--- src/rtl/mem_arb_pkg.sv ---
// Shared types for the memory port arbiter: FSM states and transaction owner.
package mem_arb_pkg;

  typedef enum logic [1:0] {
    ARB_IDLE = 2'd0,
    ARB_REQ  = 2'd1,
    ARB_RESP = 2'd2
  } arb_state_t;

  typedef enum logic {
    OWNER_INST = 1'b0,
    OWNER_DATA = 1'b1
  } arb_owner_t;

  // Maps a data-side grant onto the owner encoding.
  function automatic arb_owner_t owner_of_grant(input logic grant_data);
    if (grant_data) begin
      owner_of_grant = OWNER_DATA;
    end else begin
      owner_of_grant = OWNER_INST;
    end
  endfunction

endpackage

--- src/rtl/mem_arb_grant.sv ---
// Grant selection between fetch and load/store. MEM_ARB_ROUND_ROBIN_EN selects
// alternating grants under contention; otherwise data always beats fetch.
module mem_arb_grant
  import mem_arb_pkg::*;
(
  input  logic inst_valid,
  input  logic data_valid,
  input  logic last_grant,
  output logic grant_inst,
  output logic grant_data
);

`ifdef MEM_ARB_ROUND_ROBIN_EN
  // Contention goes to whichever requester was not served last
  always_comb begin
    grant_inst = 1'b0;
    grant_data = 1'b0;
    if (inst_valid && data_valid) begin
      if (last_grant == OWNER_DATA) begin
        grant_inst = 1'b1;
      end else begin
        grant_data = 1'b1;
      end
    end else if (data_valid) begin
      grant_data = 1'b1;
    end else if (inst_valid) begin
      grant_inst = 1'b1;
    end else begin
      grant_inst = 1'b0;
      grant_data = 1'b0;
    end
  end
`else
  logic w_unused_last_grant;
  assign w_unused_last_grant = last_grant;

  // Fixed priority: fetch may starve while loads/stores keep coming
  always_comb begin
    grant_inst = 1'b0;
    grant_data = 1'b0;
    if (data_valid) begin
      grant_data = 1'b1;
    end else if (inst_valid) begin
      grant_inst = 1'b1;
    end else begin
      grant_inst = 1'b0;
      grant_data = 1'b0;
    end
  end
`endif

endmodule

--- src/rtl/mem_port_arbiter.sv ---
// Shares one single-outstanding memory bus between instruction fetch and data
// load/store. Build with MEM_ARB_ROUND_ROBIN_EN for round-robin arbitration.
module mem_port_arbiter
  import mem_arb_pkg::*;
#(
  parameter int ADDR_WIDTH = 32,
  parameter int DATA_WIDTH = 32
) (
  input  logic                    clock,
  input  logic                    reset_n,
  input  logic                    inst_req_valid,
  input  logic [ADDR_WIDTH-1:0]   inst_req_addr,
  output logic                    inst_req_ready,
  output logic                    inst_rsp_valid,
  output logic [DATA_WIDTH-1:0]   inst_rsp_data,
  input  logic                    data_req_valid,
  input  logic                    data_req_write,
  input  logic [ADDR_WIDTH-1:0]   data_req_addr,
  input  logic [DATA_WIDTH-1:0]   data_req_wdata,
  input  logic [DATA_WIDTH/8-1:0] data_req_wmask,
  output logic                    data_req_ready,
  output logic                    data_rsp_valid,
  output logic [DATA_WIDTH-1:0]   data_rsp_rdata,
  output logic                    mem_req_valid,
  output logic                    mem_req_write,
  output logic [ADDR_WIDTH-1:0]   mem_req_addr,
  output logic [DATA_WIDTH-1:0]   mem_req_wdata,
  output logic [DATA_WIDTH/8-1:0] mem_req_wmask,
  input  logic                    mem_req_ready,
  input  logic                    mem_rsp_valid,
  input  logic [DATA_WIDTH-1:0]   mem_rsp_rdata
);

  arb_state_t                r_state;
  arb_owner_t                r_owner;
  logic                      r_mem_req_valid;
  logic                      r_mem_req_write;
  logic [ADDR_WIDTH-1:0]     r_mem_req_addr;
  logic [DATA_WIDTH-1:0]     r_mem_req_wdata;
  logic [DATA_WIDTH/8-1:0]   r_mem_req_wmask;

  logic w_last_grant;
  logic w_grant_inst;
  logic w_grant_data;
  logic w_idle;
  logic w_take_inst;
  logic w_take_data;
  logic w_rsp_fire;

`ifdef MEM_ARB_ROUND_ROBIN_EN
  arb_owner_t r_last_grant;

  // Remembers who won the most recent grant
  always_ff @(posedge clock or negedge reset_n) begin
    if (!reset_n) begin
      r_last_grant <= OWNER_INST;
    end else if (w_take_inst || w_take_data) begin
      r_last_grant <= owner_of_grant(w_take_data);
    end else begin
      r_last_grant <= r_last_grant;
    end
  end

  assign w_last_grant = r_last_grant;
`else
  assign w_last_grant = OWNER_INST;
`endif

  mem_arb_grant u_grant (
    .inst_valid (inst_req_valid),
    .data_valid (data_req_valid),
    .last_grant (w_last_grant),
    .grant_inst (w_grant_inst),
    .grant_data (w_grant_data)
  );

  // reset_n gating keeps the ready strobes low while reset is held
  assign w_idle      = reset_n && (r_state == ARB_IDLE);
  assign w_take_inst = w_idle && w_grant_inst;
  assign w_take_data = w_idle && w_grant_data;
  assign w_rsp_fire  = (r_state == ARB_RESP) && mem_rsp_valid;

  assign inst_req_ready = w_take_inst;
  assign data_req_ready = w_take_data;

  assign inst_rsp_valid = w_rsp_fire && (r_owner == OWNER_INST);
  assign data_rsp_valid = w_rsp_fire && (r_owner == OWNER_DATA);
  assign inst_rsp_data  = inst_rsp_valid ? mem_rsp_rdata : '0;
  assign data_rsp_rdata = data_rsp_valid ? mem_rsp_rdata : '0;

  assign mem_req_valid = r_mem_req_valid;
  assign mem_req_write = r_mem_req_write;
  assign mem_req_addr  = r_mem_req_addr;
  assign mem_req_wdata = r_mem_req_wdata;
  assign mem_req_wmask = r_mem_req_wmask;

  // Transaction FSM: grant and latch, memory handshake, response wait
  always_ff @(posedge clock or negedge reset_n) begin
    if (!reset_n) begin
      r_state         <= ARB_IDLE;
      r_owner         <= OWNER_INST;
      r_mem_req_valid <= 1'b0;
      r_mem_req_write <= 1'b0;
      r_mem_req_addr  <= '0;
      r_mem_req_wdata <= '0;
      r_mem_req_wmask <= '0;
    end else begin
      case (r_state)
        ARB_IDLE: begin
          if (w_take_data) begin
            r_owner         <= OWNER_DATA;
            r_mem_req_write <= data_req_write;
            r_mem_req_addr  <= data_req_addr;
            r_mem_req_wdata <= data_req_wdata;
            r_mem_req_wmask <= data_req_wmask;
            r_mem_req_valid <= 1'b1;
            r_state         <= ARB_REQ;
          end else if (w_take_inst) begin
            r_owner         <= OWNER_INST;
            r_mem_req_write <= 1'b0;
            r_mem_req_addr  <= inst_req_addr;
            r_mem_req_wdata <= '0;
            r_mem_req_wmask <= '0;
            r_mem_req_valid <= 1'b1;
            r_state         <= ARB_REQ;
          end else begin
            r_state <= ARB_IDLE;
          end
        end
        ARB_REQ: begin
          if (mem_req_ready) begin
            r_mem_req_valid <= 1'b0;
            r_state         <= ARB_RESP;
          end else begin
            r_state <= ARB_REQ;
          end
        end
        ARB_RESP: begin
          if (mem_rsp_valid) begin
            r_state <= ARB_IDLE;
          end else begin
            r_state <= ARB_RESP;
          end
        end
        default: begin
          r_mem_req_valid <= 1'b0;
          r_state         <= ARB_IDLE;
        end
      endcase
    end
  end

endmodule

--- config.mk ---
export PLATFORM = sky130hd
export DESIGN_NAME = mem_port_arbiter
export DESIGN_NICKNAME = d
export VERILOG_FILES = /design/src/rtl/mem_arb_pkg.sv /design/src/rtl/mem_arb_grant.sv /design/src/rtl/mem_port_arbiter.sv
export SDC_FILE = /design/constraint.sdc
export NUM_CORES = 1
export LEC_CHECK = 0
export CORE_MARGIN = 2
export CORE_UTILIZATION = 31
export DETAILED_ROUTE_END_ITERATION = 10
export GPL_ROUTABILITY_DRIVEN = 1
export PLACE_DENSITY = 0.78
export SYNTH_ARGS = -nofsm -noshare
export SYNTH_HDL_FRONTEND = slang
export SYNTH_HIERARCHICAL = 1
export SYNTH_SLANG_ARGS = --single-unit
--- constraint.sdc ---
create_clock -name clock -period 1.4 [get_ports clock]
set_input_delay 0.28 -clock clock [delete_from_list [all_inputs] [get_ports clock]]
set_output_delay 0.28 -clock clock [all_outputs]
set_load 0.02 [all_outputs]
After elaboration in Yosys (flattened, before gate mapping)
Cells that the tools add are included.
{ "totals": {"regBits": 73, "latchBits": 0, "ram_bits": 0, "mem_bits_ro": 0, "input_bits": 139, "output_inout_bits": 138, "word_cells": 46, "memories": 0} }
{ "op_classes": {"addsub": 0, "multipliers": 0, "div_mod_pow": 0, "n_lt_le_gt_ge": 0, "eq_ne": 4, "shift": 0, "muxes": 23, "n_bitwise": 2, "reduce_logical": 10} }
{ "op_table": {"columns": ["operator", "count"], "rows": [
  ["$mux W32", 6],
  ["$mux W1", 11],
  ["$mux W4", 2],
  ["$logic_and A1 B1 Y1", 6],
  ["$pmux W2 S3", 1],
  ["$mux W2", 2],
  ["$ne A3 B3 Y1 const B", 1],
  ["$pmux W1 S3", 1],
  ["$reduce_and A3 Y1", 1],
  ["$eq A2 B1 Y1 const B", 1],
  ["$eq A2 B2 Y1 const B", 1],
  ["$logic_not A2 Y1", 1],
  ["$ne A2 B2 Y1 const B", 1],
  ["$not A1 Y1", 2],
  ["$reduce_and A2 Y1", 1],
  ["$reduce_bool A2 Y1", 1]
]} }

Longest topological paths before layout
Gate-level depths: netlist (run 1).
{ "depth": {"depth_word": 6, "depth_mapped": 6, "ltp_nobuf": 4} }

Hierarchy
Netlist (run 1), hierarchy kept.
{ "modules_own_cells": {"columns": ["module", "instances", "cells_each", "area_each_um2", "seq_area_each_um2"], "rows": [
  ["mem_port_arbiter", 1, 324, 3642.2, 1826.8],
  ["mem_arb_grant", 1, 2, 21.3, 0.0]
]} }

Worst setup path before layout (run 1)
No wires, ideal clock.
{ "synth_path": {"kind": "register to output", "start": "register r_state[0]", "end": "output data_rsp_rdata[22]", "arrival_ns": 1.325, "required_ns": 1.120, "setup_slack_ns": -0.205, "stages_incl_launch_ff": 5, "n_path_buf": 1, "cell_sequence": "dfrtp_1 nand2b_1 nor3_2 buf_2 and2_1"} }
{ "synth_between": {"elab_chain_len": 4} }
{ "synth_rtl": {"columns": ["element", "line", "rtl"], "rows": [
  ["start: declaration", "mem_port_arbiter.sv:34", "arb_state_t r_state;"],
  ["start signal: assignment", "mem_port_arbiter.sv:100", "r_state <= ARB_IDLE;"],
  ["start signal: assignment", "mem_port_arbiter.sv:117", "r_state <= ARB_REQ;"],
  ["start signal: assignment", "mem_port_arbiter.sv:125", "r_state <= ARB_REQ;"],
  ["$eq A2 B2 Y1", "mem_port_arbiter.sv:81", "assign w_rsp_fire = (r_state == ARB_RESP) && mem_rsp_valid;"],
  ["$logic_and A1 B1 Y1", "mem_port_arbiter.sv:81", null],
  ["$logic_and A1 B1 Y1", "mem_port_arbiter.sv:87", "assign data_rsp_valid = w_rsp_fire && (r_owner == OWNER_DATA);"],
  ["via data_rsp_valid", "mem_port_arbiter.sv:22", "output logic data_rsp_valid,"],
  ["$mux W32", "mem_port_arbiter.sv:89", "assign data_rsp_rdata = data_rsp_valid ? mem_rsp_rdata : '0;"],
  ["end: declaration", "mem_port_arbiter.sv:23", "output logic [DATA_WIDTH-1:0] data_rsp_rdata,"]
]} }
The timed path passes the listed nets, and every way through them passes these cells.

Worst setup path after layout (run 1)
{ "layout_path": {"start": "register r_state[0]", "end": "output inst_rsp_data[3]"} }
{ "layout_between": {"elab_chain_len": 4} }
{ "layout_rtl": {"columns": ["element", "line", "rtl"], "rows": [
  ["$eq A2 B2 Y1", "mem_port_arbiter.sv:81", null],
  ["$logic_and A1 B1 Y1", "mem_port_arbiter.sv:81", null],
  ["$logic_and A1 B1 Y1", "mem_port_arbiter.sv:86", "assign inst_rsp_valid = w_rsp_fire && (r_owner == OWNER_INST);"],
  ["$mux W32", "mem_port_arbiter.sv:88", "assign inst_rsp_data = inst_rsp_valid ? mem_rsp_rdata : '0;"],
  ["end: declaration", "mem_port_arbiter.sv:15", "output logic [DATA_WIDTH-1:0] inst_rsp_data,"]
]} }
Every way passes these cells.

==> summary.txt, run 1 <==
Final layout
  • Finished Cell Area: 7690 um2
  • Layout fillers: 856
  • Diodes inserted: 0
  • Syn-to-layout area delta: 110%
  • Nets@finish: 765
  • Final std cells w/o fill: 774
  • Final Util: 67.1%
  • Layout cells sized above 1: 37.9%

Clock tree
  • CTS Buffer Depth: 2
  • H-tree depth: 3
  • Clock-pin transition on the worst setup and hold timing paths: 0.05 ns
  • CTS Buf Count: 9
  • Root Driver: clkbuf_16
  • CTS tree: built
  • Post-CTS Hold Buffers: 0
  • Clock tree sinks: 73
  • Clk_lat worst skew: 0.34 ns

Global routing
  • Largest net degree at the start of global routing: 74
  • Initial antenna violation count: 0
  • First-pass GRT wire length: 22.7 mm
  • Aggregate global-route resource usage: 23.3%
  • Total gr overflow: 0
  • Number of global-route vias before repair: 4150

STA
  • Setup violators final: 137
  • Max Clock Skew: 0.00640 ns
  • Slew @ Worst Pin: 0.903 ns
  • Peak Freq: 542 MHz
  • RSZ-0062 raised after global routing: true
  • Period utilisation layout: 132%
  • Slew HR: 39.8%
  • Min Tclk post-route: 1.85 ns
  • Slew Limit Fails: 0
  • Fin. Hold Viols: 0
  • Final worst setup slack: -0.445 ns

Floorplanning
  • Placement Rows: 39
  • Ports: 277
  • Starting Density: 31.9%
  • Die footprint: 12700 um2
  • Die W: 113 um
  • Chip height: 113 um
  • Core Region: 11500 um2

Critical path
  • Startpoint types: flip-flop
  • Crit-path max FO: 16
  • FF-to-FF setup slack: -0.22 ns
  • CP Capture Type: primary output
  • Critical path arrival: 1.57 ns
  • Required time worst endpoint: 1.12 ns
  • Class of the most critical setup path: flip-flop to primary output

Synth
  • Syn avg cell area: 11.3 um2
  • Post-Syn Instances: 325
  • Synthesized cell area: 3660 um2
  • Syn. warnings: 6
  • Synthesized Nets: 464

Drt
  • DRT iter0 DRCs: 194
  • Pre-Repair DR Iteration Count: 4
  • Routed vias/inst: 5.06
  • DR vias: 3919
  • Residual DRC count: 0
  • Post-Route WL: 15.3 mm
  • Routed WL per cell: 19.8 um
  • Routed Antenna Nets: 0

Run status
  • Failing checks: negative setup slack
  • Outcome: finished, violations left

Place
  • Port Buffer Count: 276
  • Placed Area: 6850 um2
  • Placed Cells: 732
  • Detailed placement HPWL: 10.2 mm
  • Placer Congestion: 0.817

Pwr
  • Total power: 12.2 mW
  • Static leakage: 3.50 nW
  • Power per Cell Area: 1580 nW/um2
  • Worst-case vdd ir drop: 0.00101 V

Min path
  • Hold Crit Class: primary input to flip-flop

Job
  • Max Cap Viol: 0
-- registers in the layout, summed over array words and instances, names as in the netlist --
register and cells:
mem_req_addr 32, mem_req_valid 1, mem_req_wdata 32, mem_req_wmask 4
mem_req_write 1, r_owner 1, r_state 2
-- critical path: stages (launching register included) --
cell and delay [ns]:
dfrtp_1 0.37, nand2b_4 0.17, nor3_4 0.12, buf_6 0.16, buf_16 0.14, and2_2 0.16, buf_6 0.12
-- worst paths after layout --
kind                                          startpoint                             to  depth (start not counted)
max in group asynchronous                        reset_n           r_state[1]$_DFF_PN0_                          3
min                                        mem_rsp_valid           r_state[1]$_DFF_PN0_                          2
max                                 r_state[0]$_DFF_PN0_               inst_rsp_data[3]                          6
max reg2reg                         r_state[0]$_DFF_PN0_    mem_req_addr[6]$_DFFE_PN0P_                          5
min reg2reg                mem_req_wdata[19]$_DFFE_PN0P_  mem_req_wdata[19]$_DFFE_PN0P_                          1
min in group asynchronous                        reset_n            r_owner$_DFFE_PN0P_                          3
-- through the flow --
step | hold WS (ns) | worst slack [ns] | TNS, ns
4_1_cts | 0.340 | -0.506 | -49.51
6_report | 0.205 | -0.445 | -36.46
3_5_place_dp | 0.480 | -0.935 | -100.50
3_3_place_gp | 0.464 | -0.915 | -98.71
5_1_grt | 0.240 | -0.495 | -44.73
2_1_floorplan | -0.0156 | -0.0963 | -5.42
-- final cells by class --
type | instances | area [um2] | share of cell area (%)
Clock buffer | 12 | 256 | 3.33
Clock inverter | 4 | 51.3 | 0.667
Inverter | 3 | 11.3 | 0.146
Multi-Input combinational cell | 217 | 1850 | 24.1
Sequential cell | 73 | 1830 | 23.8
Tap cell | 143 | 179 | 2.33
Timing Repair Buffer | 322 | 3520 | 45.7
-- layer usage --
metal	share of wire [%]	global-route usage (%)	wire length, um
met1	37	26.2	5640
met2	54	43.1	8340
met3	6.3	5.56	965
met4	2.6	8.05	392
met5	0	0	0
-- cell usage in the layout, fill, tap and decap left out, types with 2 or more instances in the layout --
| cell type | n |
|---|---|
| nand2_1 | 36 |
| clkdlybuf4s50_1 | 136 |
| buf_6 | 73 |
| and2_2 | 15 |
| a22oi_2 | 31 |
| buf_4 | 16 |
| clkbuf_16 | 14 |
| a22o_1 | 37 |
| dfrtp_1 | 72 |
| buf_12 | 13 |
| inv_2 | 2 |
| nor3_4 | 2 |
| buf_16 | 6 |
| dlygate4sd2_1 | 61 |
| o21ai_0 | 2 |
| buf_8 | 2 |
| clkdlybuf4s15_1 | 8 |
| and2_4 | 48 |
| clkbuf_8 | 2 |
| a32oi_1 | 32 |
-- power by group --
part           total, mW  switching (mW)  internal [mW]
Sequential          3.81           0.751           3.06
Clock               2.33           0.855           1.48
Combinational       6.04            3.01           3.02
Total               12.2            4.62           7.56
-- repair_timing --
item                                    4_1_cts  5_1_grt
gates resized for setup                     508       29
gates cloned                                 10        5
pin swaps                                    15       40
setup buffers                                13        6
endpoints found under the setup margin      208      147
No activity file was read; power rests on OpenSTA's default activity.
==> run 2: changes to the inputs <==
Settings changed: CORE_ASPECT_RATIO set to 0.9.
==> summary.txt, run 2 (synthesis results as in run 1) <==
Floorplanning
  • Die W: 119 um
  • Starting Density: 31.9%
  • Chip height: 107 um
  • Die footprint: 12700 um2
  • Core Region: 11500 um2
  • Ports: 277
  • Placement Rows: 37

Critical path
  • Class of the most critical setup path: flip-flop to primary output
  • R2R Path Start: r_state[1]$_DFF_PN0_
  • Critical path arrival: 1.62 ns
  • Required time worst endpoint: 1.12 ns
  • FF-to-FF setup slack: -0.38 ns
  • RR Endpoint: mem_req_wdata[11]$_DFFE_PN0P_
  • Cell mode on critical path: buf_6
  • Cells traversed along the worst timing path: nand2b_4 -> nor3_4 -> buf_6 -> clkbuf_16 -> and2_4 -> buf_6
  • Crit path max-delay family: simple AND/OR/NAND/NOR gates
  • Crit-path max FO: 8
  • CP Capture Type: primary output
  • Buf/Inv on CP: 3
  • CP max stage delay: 0.38 ns
  • Slowest-stage cell, CP: dfrtp_1
  • Startpoint types: flip-flop
  • Worst reg-to-reg path cell count: 8

Final layout
  • Most common cell after layout, fill and taps aside: clkdlybuf4s50_1
  • Final std cells w/o fill: 813
  • Commonest cells after routing, fill and taps aside: 136 x clkdlybuf4s50_1, 86 x buf_6, 72 x dfrtp_1
  • Syn-to-layout area delta: 123%
  • Layout cells sized above 1: 40.8%
  • Layout fillers: 793
  • Nets@finish: 791
  • Diodes inserted: 0
  • Finished Cell Area: 8180 um2

Global routing
  • Largest net degree at the start of global routing: 58
  • First-pass GRT wire length: 24.8 mm
  • Initial antenna violation count: 0
  • Total gr overflow: 0
  • Aggregate global-route resource usage: 25.2%
  • Number of global-route vias before repair: 4460

Clock tree
  • CTS tree: built
  • CTS Buf Count: 9
  • Clock tree sinks: 73
  • Clock-pin transition on the worst setup and hold timing paths: 0.06 ns
  • Root Driver: clkbuf_16
  • CTS Buffer Depth: 2
  • H-tree depth: 3
  • Clk_lat worst skew: 0.33 ns

Drt
  • Routed WL per cell: 21.2 um
  • Routed Antenna Nets: 0
  • Routed vias/inst: 5.10
  • Residual DRC count: 0
  • Post-Route WL: 17.2 mm
  • DR vias: 4147
  • Pre-Repair DR Iteration Count: 4
  • DRT iter0 DRCs: 204

STA
  • Max Clock Skew: 0.0140 ns
  • Slew HR: 51.7%
  • Setup TNS: -52.01 ns
  • Slew Limit Fails: 0
  • Slew @ Worst Pin: 0.725 ns
  • Period utilisation layout: 136%
  • Min Tclk post-route: 1.90 ns
  • RSZ-0062 raised after global routing: true
  • Peak Freq: 526 MHz
  • Worst hold margin: 0.0369 ns
  • Final worst setup slack: -0.502 ns
  • Setup violators final: 140
  • Fin. Hold Viols: 0

Place
  • DP Worst Slack: -0.934 ns
  • Detailed placement HPWL: 10.5 mm
  • Placer Congestion: 0.859
  • Placed Area: 6900 um2
  • Placed Cells: 748
  • Port Buffer Count: 276

Pwr
  • Power per Cell Area: 1570 nW/um2
  • Static leakage: 3.71 nW
  • Worst-case vdd ir drop: 0.00101 V

Run status
  • Outcome: finished, violations left
  • Failing checks: negative setup slack

Job
  • Max Cap Viol: 0

Min path
  • Hold Crit Class: primary input to async pin
==> run 2: changes by cell type in the layout (fill, tap and decap cells not counted), moves of 3 or more <==
cell | previous run | this run
buf_16 | 6 | 10
and2_4 | 48 | 64
buf_8 | 2 | 6
buf_12 | 13 | 17
dlygate4sd2_1 | 61 | 66
and2_2 | 15 | 0
clkdlybuf4s15_1 | 8 | 5
buf_6 | 73 | 86
==> run 2: repair_timing <==
item,in CTS,in global routing
resized for setup,522,66
pin swaps,24,41
buffers inserted,30,10
gates cloned,20,6
hold endpoints to repair,5,0
endpoints found under the setup margin,208,145
hold buffers,1,0
==> run 2: area by class of cell <==
class                           instances  area [um2]  share of cell area (%)
Clock buffer                            9         225                    2.75
Multi-Input combinational cell        217        1900                    23.2
Inverter                                3        11.3                   0.138
Tap cell                              156         195                    2.39
Clock inverter                          7         101                    1.24
Sequential cell                        73        1830                    22.3
Timing Repair Buffer                  348        3920                    47.9
==> run 2: through the flow <==
step                power [mW]  utilization (%)
finish                    12.8             71.2
global route              13.5             71.2
CTS                       13.0             70.9
detailed placement        9.95             60.1
global placement          9.80             60.1
floorplan                 6.82                -
==> run 2: worst register-to-register path, cell delays in order (launching register included) <==
cell	delay, ns
dfrtp_2	0.43
buf_6	0.13
buf_6	0.11
nor4bb_4	0.31
buf_4	0.19
buf_12	0.12
buf_12	0.14
buf_16	0.13
a22o_1	0.17
==> run 2: power by group <==
part           internal, mW  leakage [nW]  total, mW  switching, mW
combinational          3.32          2.68       6.52           3.20
sequential             3.06         0.875       3.82          0.760
clock                  1.58         0.153       2.51          0.932
==> run 2: worst max-delay path by stage <==
stage	from	end	slack, ns	cells after the start
global route	r_state[0]$_DFF_PN0_	data_rsp_rdata[21]	-0.56	6
detailed placement	mem_rsp_valid	data_rsp_rdata[23]	-0.93	6
global placement	mem_rsp_valid	inst_rsp_data[9]	-0.90	6
CTS	r_state[0]$_DFF_PN0_	data_rsp_rdata[1]	-0.48	6
finish	r_state[0]$_DFF_PN0_	data_rsp_rdata[21]	-0.50	6
floorplan	r_state[0]$_DFF_PN0_	inst_rsp_data[22]	-0.1	4
==> run 2: metal layers <==
layer	track usage, %	part of all wire, %	vias up
met5	0	0	-
met4	7.31	2.1	0
met3	6.33	7.1	27
met2	47.0	53	219
met1	28.5	38	2038
li1	-	-	1863
